File: src/rtl/one_3_dispatcher_if.sv
// Flit-level bus between one upstream source and the three dispatcher output ports.
// The master side drives flits and downstream readies; the slave side is the dispatcher.
interface one_3_dispatcher_if #(
  parameter int DW = 16
);
  logic [DW-1:0] in_data;
  logic          in_valid;
  logic          in_head;
  logic          in_tail;
  logic [1:0]    in_sel;
  logic          in_ready;

  logic [DW-1:0] out1_data;
  logic          out1_valid;
  logic          out1_tail;
  logic          out1_ready;

  logic [DW-1:0] out2_data;
  logic          out2_valid;
  logic          out2_tail;
  logic          out2_ready;

  logic [DW-1:0] out3_data;
  logic          out3_valid;
  logic          out3_tail;
  logic          out3_ready;

  logic          err_drop;

  modport master (
    output in_data, in_valid, in_head, in_tail, in_sel,
    input  in_ready,
    input  out1_data, out1_valid, out1_tail,
    output out1_ready,
    input  out2_data, out2_valid, out2_tail,
    output out2_ready,
    input  out3_data, out3_valid, out3_tail,
    output out3_ready,
    input  err_drop
  );

  modport slave (
    input  in_data, in_valid, in_head, in_tail, in_sel,
    output in_ready,
    output out1_data, out1_valid, out1_tail,
    input  out1_ready,
    output out2_data, out2_valid, out2_tail,
    input  out2_ready,
    output out3_data, out3_valid, out3_tail,
    input  out3_ready,
    output err_drop
  );
endinterface

File: src/rtl/one_3_dispatcher.sv
// 1-to-3 packet dispatcher: the head flit's in_sel picks an output port for the whole
// packet; every port has a one-entry output register; bad packets and stray flits are dropped.
module one_3_dispatcher #(
  parameter int DW = 16
) (
  input logic              clk,
  input logic              rst,
  one_3_dispatcher_if.slave bus
);

  typedef enum logic [1:0] {
    IDLE = 2'd0,
    FWD  = 2'd1,
    DROP = 2'd2
  } state_t;

  state_t     state_q, state_d;
  logic [1:0] route_q, route_d;
  logic       err_drop_q, err_drop_d;

  logic [2:0] out_ready;
  logic [3:0] free_ext;
  logic [2:0] load_vec;
  logic       ready_c;
  logic       in_xfer;

  logic [DW-1:0] port_data  [3];
  logic          port_tail  [3];
  logic          port_valid [3];

  assign out_ready   = {bus.out3_ready, bus.out2_ready, bus.out1_ready};
  // Index 3 is the invalid destination; it is never free so it can be indexed safely.
  assign free_ext[3] = 1'b0;

  genvar gi;
  generate
    for (gi = 0; gi < 3; gi++) begin : g_port
      logic [DW-1:0] data_q, data_d;
      logic          tail_q, tail_d;
      logic          valid_q, valid_d;

      // A register is free if empty or being drained this cycle.
      assign free_ext[gi] = !valid_q | out_ready[gi];

      always_comb begin
        data_d  = data_q;
        tail_d  = tail_q;
        valid_d = valid_q;
        if (load_vec[gi]) begin
          data_d  = bus.in_data;
          tail_d  = bus.in_tail;
          valid_d = 1'b1;
        end else if (out_ready[gi]) begin
          valid_d = 1'b0;
        end
      end

      always_ff @(posedge clk) begin
        if (rst) begin
          data_q  <= '0;
          tail_q  <= 1'b0;
          valid_q <= 1'b0;
        end else begin
          data_q  <= data_d;
          tail_q  <= tail_d;
          valid_q <= valid_d;
        end
      end

      assign port_data[gi]  = data_q;
      assign port_tail[gi]  = tail_q;
      assign port_valid[gi] = valid_q;
    end
  endgenerate

  always_comb begin
    state_d    = state_q;
    route_d    = route_q;
    err_drop_d = 1'b0;
    load_vec   = 3'b000;
    ready_c    = 1'b0;

    unique case (state_q)
      IDLE: begin
        if (bus.in_head && bus.in_sel != 2'b11) ready_c = free_ext[bus.in_sel];
        else                                    ready_c = 1'b1;
      end
      FWD:     ready_c = free_ext[route_q];
      DROP:    ready_c = 1'b1;
      default: ready_c = 1'b0;
    endcase

    if (rst) ready_c = 1'b0;
    in_xfer = bus.in_valid & ready_c;

    if (in_xfer) begin
      unique case (state_q)
        IDLE: begin
          if (!bus.in_head) begin
            err_drop_d = 1'b1;
          end else if (bus.in_sel == 2'b11) begin
            err_drop_d = 1'b1;
            state_d    = bus.in_tail ? IDLE : DROP;
          end else begin
            load_vec = 3'b001 << bus.in_sel;
            route_d  = bus.in_sel;
            state_d  = bus.in_tail ? IDLE : FWD;
          end
        end
        // Mid-packet heads are treated as body flits; only the tail ends the packet.
        FWD: begin
          load_vec = 3'b001 << route_q;
          if (bus.in_tail) state_d = IDLE;
        end
        DROP: begin
          if (bus.in_tail) state_d = IDLE;
        end
        default: state_d = IDLE;
      endcase
    end
  end

  always_ff @(posedge clk) begin
    if (rst) begin
      state_q    <= IDLE;
      route_q    <= 2'b00;
      err_drop_q <= 1'b0;
    end else begin
      state_q    <= state_d;
      route_q    <= route_d;
      err_drop_q <= err_drop_d;
    end
  end

  assign bus.in_ready   = ready_c;
  assign bus.err_drop   = err_drop_q;

  assign bus.out1_data  = port_data[0];
  assign bus.out1_tail  = port_tail[0];
  assign bus.out1_valid = port_valid[0];
  assign bus.out2_data  = port_data[1];
  assign bus.out2_tail  = port_tail[1];
  assign bus.out2_valid = port_valid[1];
  assign bus.out3_data  = port_data[2];
  assign bus.out3_tail  = port_tail[2];
  assign bus.out3_valid = port_valid[2];

endmodule

File: src/flat_wrapper.sv
// flat-port wrapper written by rule: the top's interface ports become plain ports
module one_3_dispatcher_flat 
#(
  parameter int DW = 16
)
  (clk, rst, bus_in_data, bus_in_valid, bus_in_head, bus_in_tail, bus_in_sel, bus_in_ready, bus_out1_data, bus_out1_valid, bus_out1_tail, bus_out1_ready, bus_out2_data, bus_out2_valid, bus_out2_tail, bus_out2_ready, bus_out3_data, bus_out3_valid, bus_out3_tail, bus_out3_ready, bus_err_drop);
  one_3_dispatcher_if #(.DW(DW)) bus_i ();
  input logic clk;
  input logic rst;
  input wire logic [$bits(bus_i.in_data)-1:0] bus_in_data;
  input wire logic [$bits(bus_i.in_valid)-1:0] bus_in_valid;
  input wire logic [$bits(bus_i.in_head)-1:0] bus_in_head;
  input wire logic [$bits(bus_i.in_tail)-1:0] bus_in_tail;
  input wire logic [$bits(bus_i.in_sel)-1:0] bus_in_sel;
  output wire logic [$bits(bus_i.in_ready)-1:0] bus_in_ready;
  output wire logic [$bits(bus_i.out1_data)-1:0] bus_out1_data;
  output wire logic [$bits(bus_i.out1_valid)-1:0] bus_out1_valid;
  output wire logic [$bits(bus_i.out1_tail)-1:0] bus_out1_tail;
  input wire logic [$bits(bus_i.out1_ready)-1:0] bus_out1_ready;
  output wire logic [$bits(bus_i.out2_data)-1:0] bus_out2_data;
  output wire logic [$bits(bus_i.out2_valid)-1:0] bus_out2_valid;
  output wire logic [$bits(bus_i.out2_tail)-1:0] bus_out2_tail;
  input wire logic [$bits(bus_i.out2_ready)-1:0] bus_out2_ready;
  output wire logic [$bits(bus_i.out3_data)-1:0] bus_out3_data;
  output wire logic [$bits(bus_i.out3_valid)-1:0] bus_out3_valid;
  output wire logic [$bits(bus_i.out3_tail)-1:0] bus_out3_tail;
  input wire logic [$bits(bus_i.out3_ready)-1:0] bus_out3_ready;
  output wire logic [$bits(bus_i.err_drop)-1:0] bus_err_drop;
  assign bus_i.in_data = bus_in_data;
  assign bus_i.in_valid = bus_in_valid;
  assign bus_i.in_head = bus_in_head;
  assign bus_i.in_tail = bus_in_tail;
  assign bus_i.in_sel = bus_in_sel;
  assign bus_in_ready = bus_i.in_ready;
  assign bus_out1_data = bus_i.out1_data;
  assign bus_out1_valid = bus_i.out1_valid;
  assign bus_out1_tail = bus_i.out1_tail;
  assign bus_i.out1_ready = bus_out1_ready;
  assign bus_out2_data = bus_i.out2_data;
  assign bus_out2_valid = bus_i.out2_valid;
  assign bus_out2_tail = bus_i.out2_tail;
  assign bus_i.out2_ready = bus_out2_ready;
  assign bus_out3_data = bus_i.out3_data;
  assign bus_out3_valid = bus_i.out3_valid;
  assign bus_out3_tail = bus_i.out3_tail;
  assign bus_i.out3_ready = bus_out3_ready;
  assign bus_err_drop = bus_i.err_drop;
  one_3_dispatcher #(.DW(DW)) u_core (.clk(clk), .rst(rst), .bus(bus_i));
endmodule
File: config.mk
export PLATFORM = sky130hd
export DESIGN_NAME = one_3_dispatcher_flat
export DESIGN_NICKNAME = d
export VERILOG_FILES = /design/src/rtl/one_3_dispatcher_if.sv /design/src/rtl/one_3_dispatcher.sv /design/src/flat_wrapper.sv
export SDC_FILE = /design/constraint.sdc
export NUM_CORES = 1
export LEC_CHECK = 0
export ABC_CLOCK_PERIOD_IN_PS = 4960
export BUFFER_PORTS_ARGS = -buffer_cell sky130_fd_sc_hd__buf_2
export CAP_MARGIN = 20
export CORE_UTILIZATION = 49
export CTS_CLUSTER_DIAMETER = 120
export CTS_CLUSTER_SIZE = 14
export DETAILED_ROUTE_END_ITERATION = 8
export HOLD_SLACK_MARGIN = 0.02
export PLACE_DENSITY = 0.77
export SLEW_MARGIN = 20
export SYNTH_ARGS = -nofsm -noshare
export SYNTH_HDL_FRONTEND = slang
export SYNTH_SLANG_ARGS = --single-unit
File: constraint.sdc
create_clock -name clk -period 4.96 [get_ports clk]
set_clock_uncertainty 0.1 [all_clocks]
set_input_delay 0 -clock clk [delete_from_list [all_inputs] [get_ports clk]]
set_output_delay 0 -clock clk [all_outputs]
set_load 0.02 [all_outputs]
==> impl_metrics.py <==
metrics = {
    "placed_design": {
        "hpwl_um": 4400,
        "gp_congestion": 0.887,
        "port_buffers": 81,
    },
    "power_and_ir_drop": {
        "finalPower_mw": 1.03,
        "power_frac_clock_pct": 41.0,
        "p_comb_share_pct": 11.8,
        "p_sw_mw": 0.262,
        "p_sw_share_pct": 25.3,
        "leakagePower_nw": 1.37,
        "ir_worst_vdd_v": 0.000230,
        "p_int_mw": 0.773,
        "pwr_density_cell_nw_per_um2": 309,
        "seqPwrFrac_pct": 47.2,
    },
    "synthesis": {
        "netlist_instances": 305,
        "synth_fa_ha_area_share_pct": 1.96,
        "avgSynthCellArea_um2": 8.35,
        "async_flop_share_pct": 0,
        "synth_edf_count": 0,
        "ys.flop_type": "dfxtp_1",
        "yosysWarnings": 0,
        "synth_top_family_by_area": "compound AO/OA/AOI/OAI gates",
        "ys_seq_area_share_pct": 46.4,
        "syn_area_um2": 2550,
        "synth_compound_area_share_pct": 26.3,
        "syn_nets": 335,
        "yosys.area_share.simple_pct": 17.2,
        "synth-xor-area-share_pct": 0,
        "synth_seq_cells": 59,
        "ys_types": 35,
        "synthMuxAreaShare_pct": 0.393,
    },
    "clock_network": {
        "clockBufferDepth": 2,
        "post_cts_buffers": 0,
        "cts_hold_buf": 27,
        "cts_buffers": 9,
        "worstSkewPairLatency_ns": 0.33,
        "cts_max_level": 3,
        "tritoncts": "done",
        "numClockSinks": 59,
        "clkTransAtPathRegs_ns": 0.06,
        "ctsResizeCount": 0,
        "cts-root-buf": "clkbuf_8",
    },
    "timing": {
        "fmax_mhz": 337,
        "relSlewSlack_pct": 29.3,
        "finalCriticalPeriod_ns": 2.97,
        "whs_ns": 0.0674,
        "setup_viol": 0,
        "slew_viol_final": 0,
        "finalSetupTns_ns": 0,
        "worstMarginPinSlew_ns": 1.06,
        "final-hold-violation-count": 0,
        "rsz0062_at_grt": "false",
        "period_share_pct": 59.9,
    },
    "hold_path": {
        "min_path_type": "in -> reg",
    },
    "routing": {
        "vias_per_cell": 5.68,
        "drt-total-wl_um": 7290,
        "drc": 0,
        "wl_met2_um": 3550,
        "top_layer_used": "met4",
        "drt-met1-wl_um": 3150,
        "route.met3.wl_um": 527,
        "via_count": 2662,
        "dr.pass1.iters": 5,
        "drtIter0Drc": 246,
        "ant_nets": 0,
        "routedWlPerCell_um": 15.5,
    },
    "worst_setup_path": {
        "path_max_fanout": 58,
        "arrival_ns": 3.14,
        "crit_type": "reg -> reg",
        "end_kind": "flip-flop",
        "cp.required_ns": 5.13,
        "start_kind": "flip-flop",
    },
    "floorplan": {
        "initial_core_util_pct": 52.5,
        "die_w_um": 74.1,
        "num_rows": 25,
        "die_area_um2": 5490,
        "core-area_um2": 4850,
        "ioPinCount": 82,
        "die_y_um": 74.1,
    },
    "finish": {
        "antennaDiodeCount": 0,
        "layout_commonest_cell": "buf_2",
        "area_growth_pct": 31.4,
        "final_cell_mix": "buf_2, dfxtp_1, a21oi_1",
        "drive_gt1_share_pct": 24.1,
        "fin_util_pct": 69.0,
        "nets": 427,
    },
    "global_route": {
        "grt_usage_pct": 26.9,
        "grt.overflow.total": 0,
        "grt_pass1_vias": 2331,
        "grt_pass1_wl_um": 11100,
        "grt_max_degree": 61,
        "antenna_found_initial": 0,
    },
    "job": {
        "cap_violations": 0,
    },
    "status": {
        "status": "completed",
    },
}
[flip-flops by register name, indices dropped and copies added (netlist names), 2 cells and up]
register,cells
u_core.bus.out1_data,16
u_core.bus.out2_data,16
u_core.bus.out3_data,16
u_core.route_q,2
u_core.state_q,2
[metal layers]
metal | track usage (%) | vias up
li1 | - | 1284
met1 | 33.7 | 1251
met2 | 45.1 | 116
met3 | 7.18 | 11
met4 | 8.76 | 0
met5 | 0 | -
[per-stage QoR]
stage / cell area, um2 / instances / setup slack, ns
floorplan: 2550 / 305 / 2.90
global placement: 2880 / 426 / 2.32
detailed placement: 2880 / 426 / 2.23
CTS: 3340 / 469 / 1.69
global route: 3350 / 469 / 1.79
finish: 3350 / 469 / 1.99
[worst paths after layout]
check / startpoint / to / slack, ns / depth (start not counted)
setup reg to reg: u_core.state_q[0]$_SDFFE_PP0P_ / u_core.state_q[1]$_SDFFE_PP0P_ / 1.99 / 8
hold reg to reg: u_core.bus.out1_data[7]$_SDFFE_PP0P_ / u_core.bus.out1_data[7]$_SDFFE_PP0P_ / 0.37 / 2
setup / recovery: u_core.state_q[0]$_SDFFE_PP0P_ / u_core.state_q[1]$_SDFFE_PP0P_ / 1.99 / 8
hold / removal: bus_in_valid / u_core.state_q[0]$_SDFFE_PP0P_ / 0.07 / 5
[power by group through the flow]
stage	sequential [mW]	combinational, mW	clock (mW)
3_3_place_gp	0.498	0.103	0
3_5_place_dp	0.499	0.103	0
5_1_grt	0.489	0.132	0.453
6_report	0.488	0.123	0.424
2_1_floorplan	0.507	0.0670	0
4_1_cts	0.488	0.119	0.433
[cells in the mapped netlist (4+ instances only)]
cell type,n,area (um2)
dfxtp_1,59,1180
a21oi_1,56,280
nand3_1,54,270
o21ai_0,30,150
o21ai_1,24,120
clkbuf_1,14,52.6
inv_1,8,30.0
nand2_1,8,30.0
buf_2,7,35.0
buf_6,7,78.8
ha_1,4,50.1
[kinds of logic after synthesis]
| logic type | after synthesis |
|---|---|
| and+or+nand+nor | 83 |
| adders and majority gates | 4 |
| muxes | 1 |
| buffers and inverters | 36 |
| AOI/OAI and AO/OA | 122 |
| DFF | 59 |
[critical path, stage by stage (launching register included)]
cell and delay (ns):
dfxtp_1 0.34, inv_1 0.10, ha_1 0.25, inv_1 0.11, a41oi_1 0.39, a32o_4 0.60
nand2_1 0.17, o41ai_1 0.26, dlygate4sd3_1 0.60
[final cells by class]
cell class	count	area [um2]
fill	407	1500
timing repair buffer	109	683
clock inverter	2	35.0
clock buffer	14	153
multi-input combinational	210	1180
sequential	59	1180
inverter	8	30.0
tap	67	83.8
No activity file was read; power rests on OpenSTA's default activity.
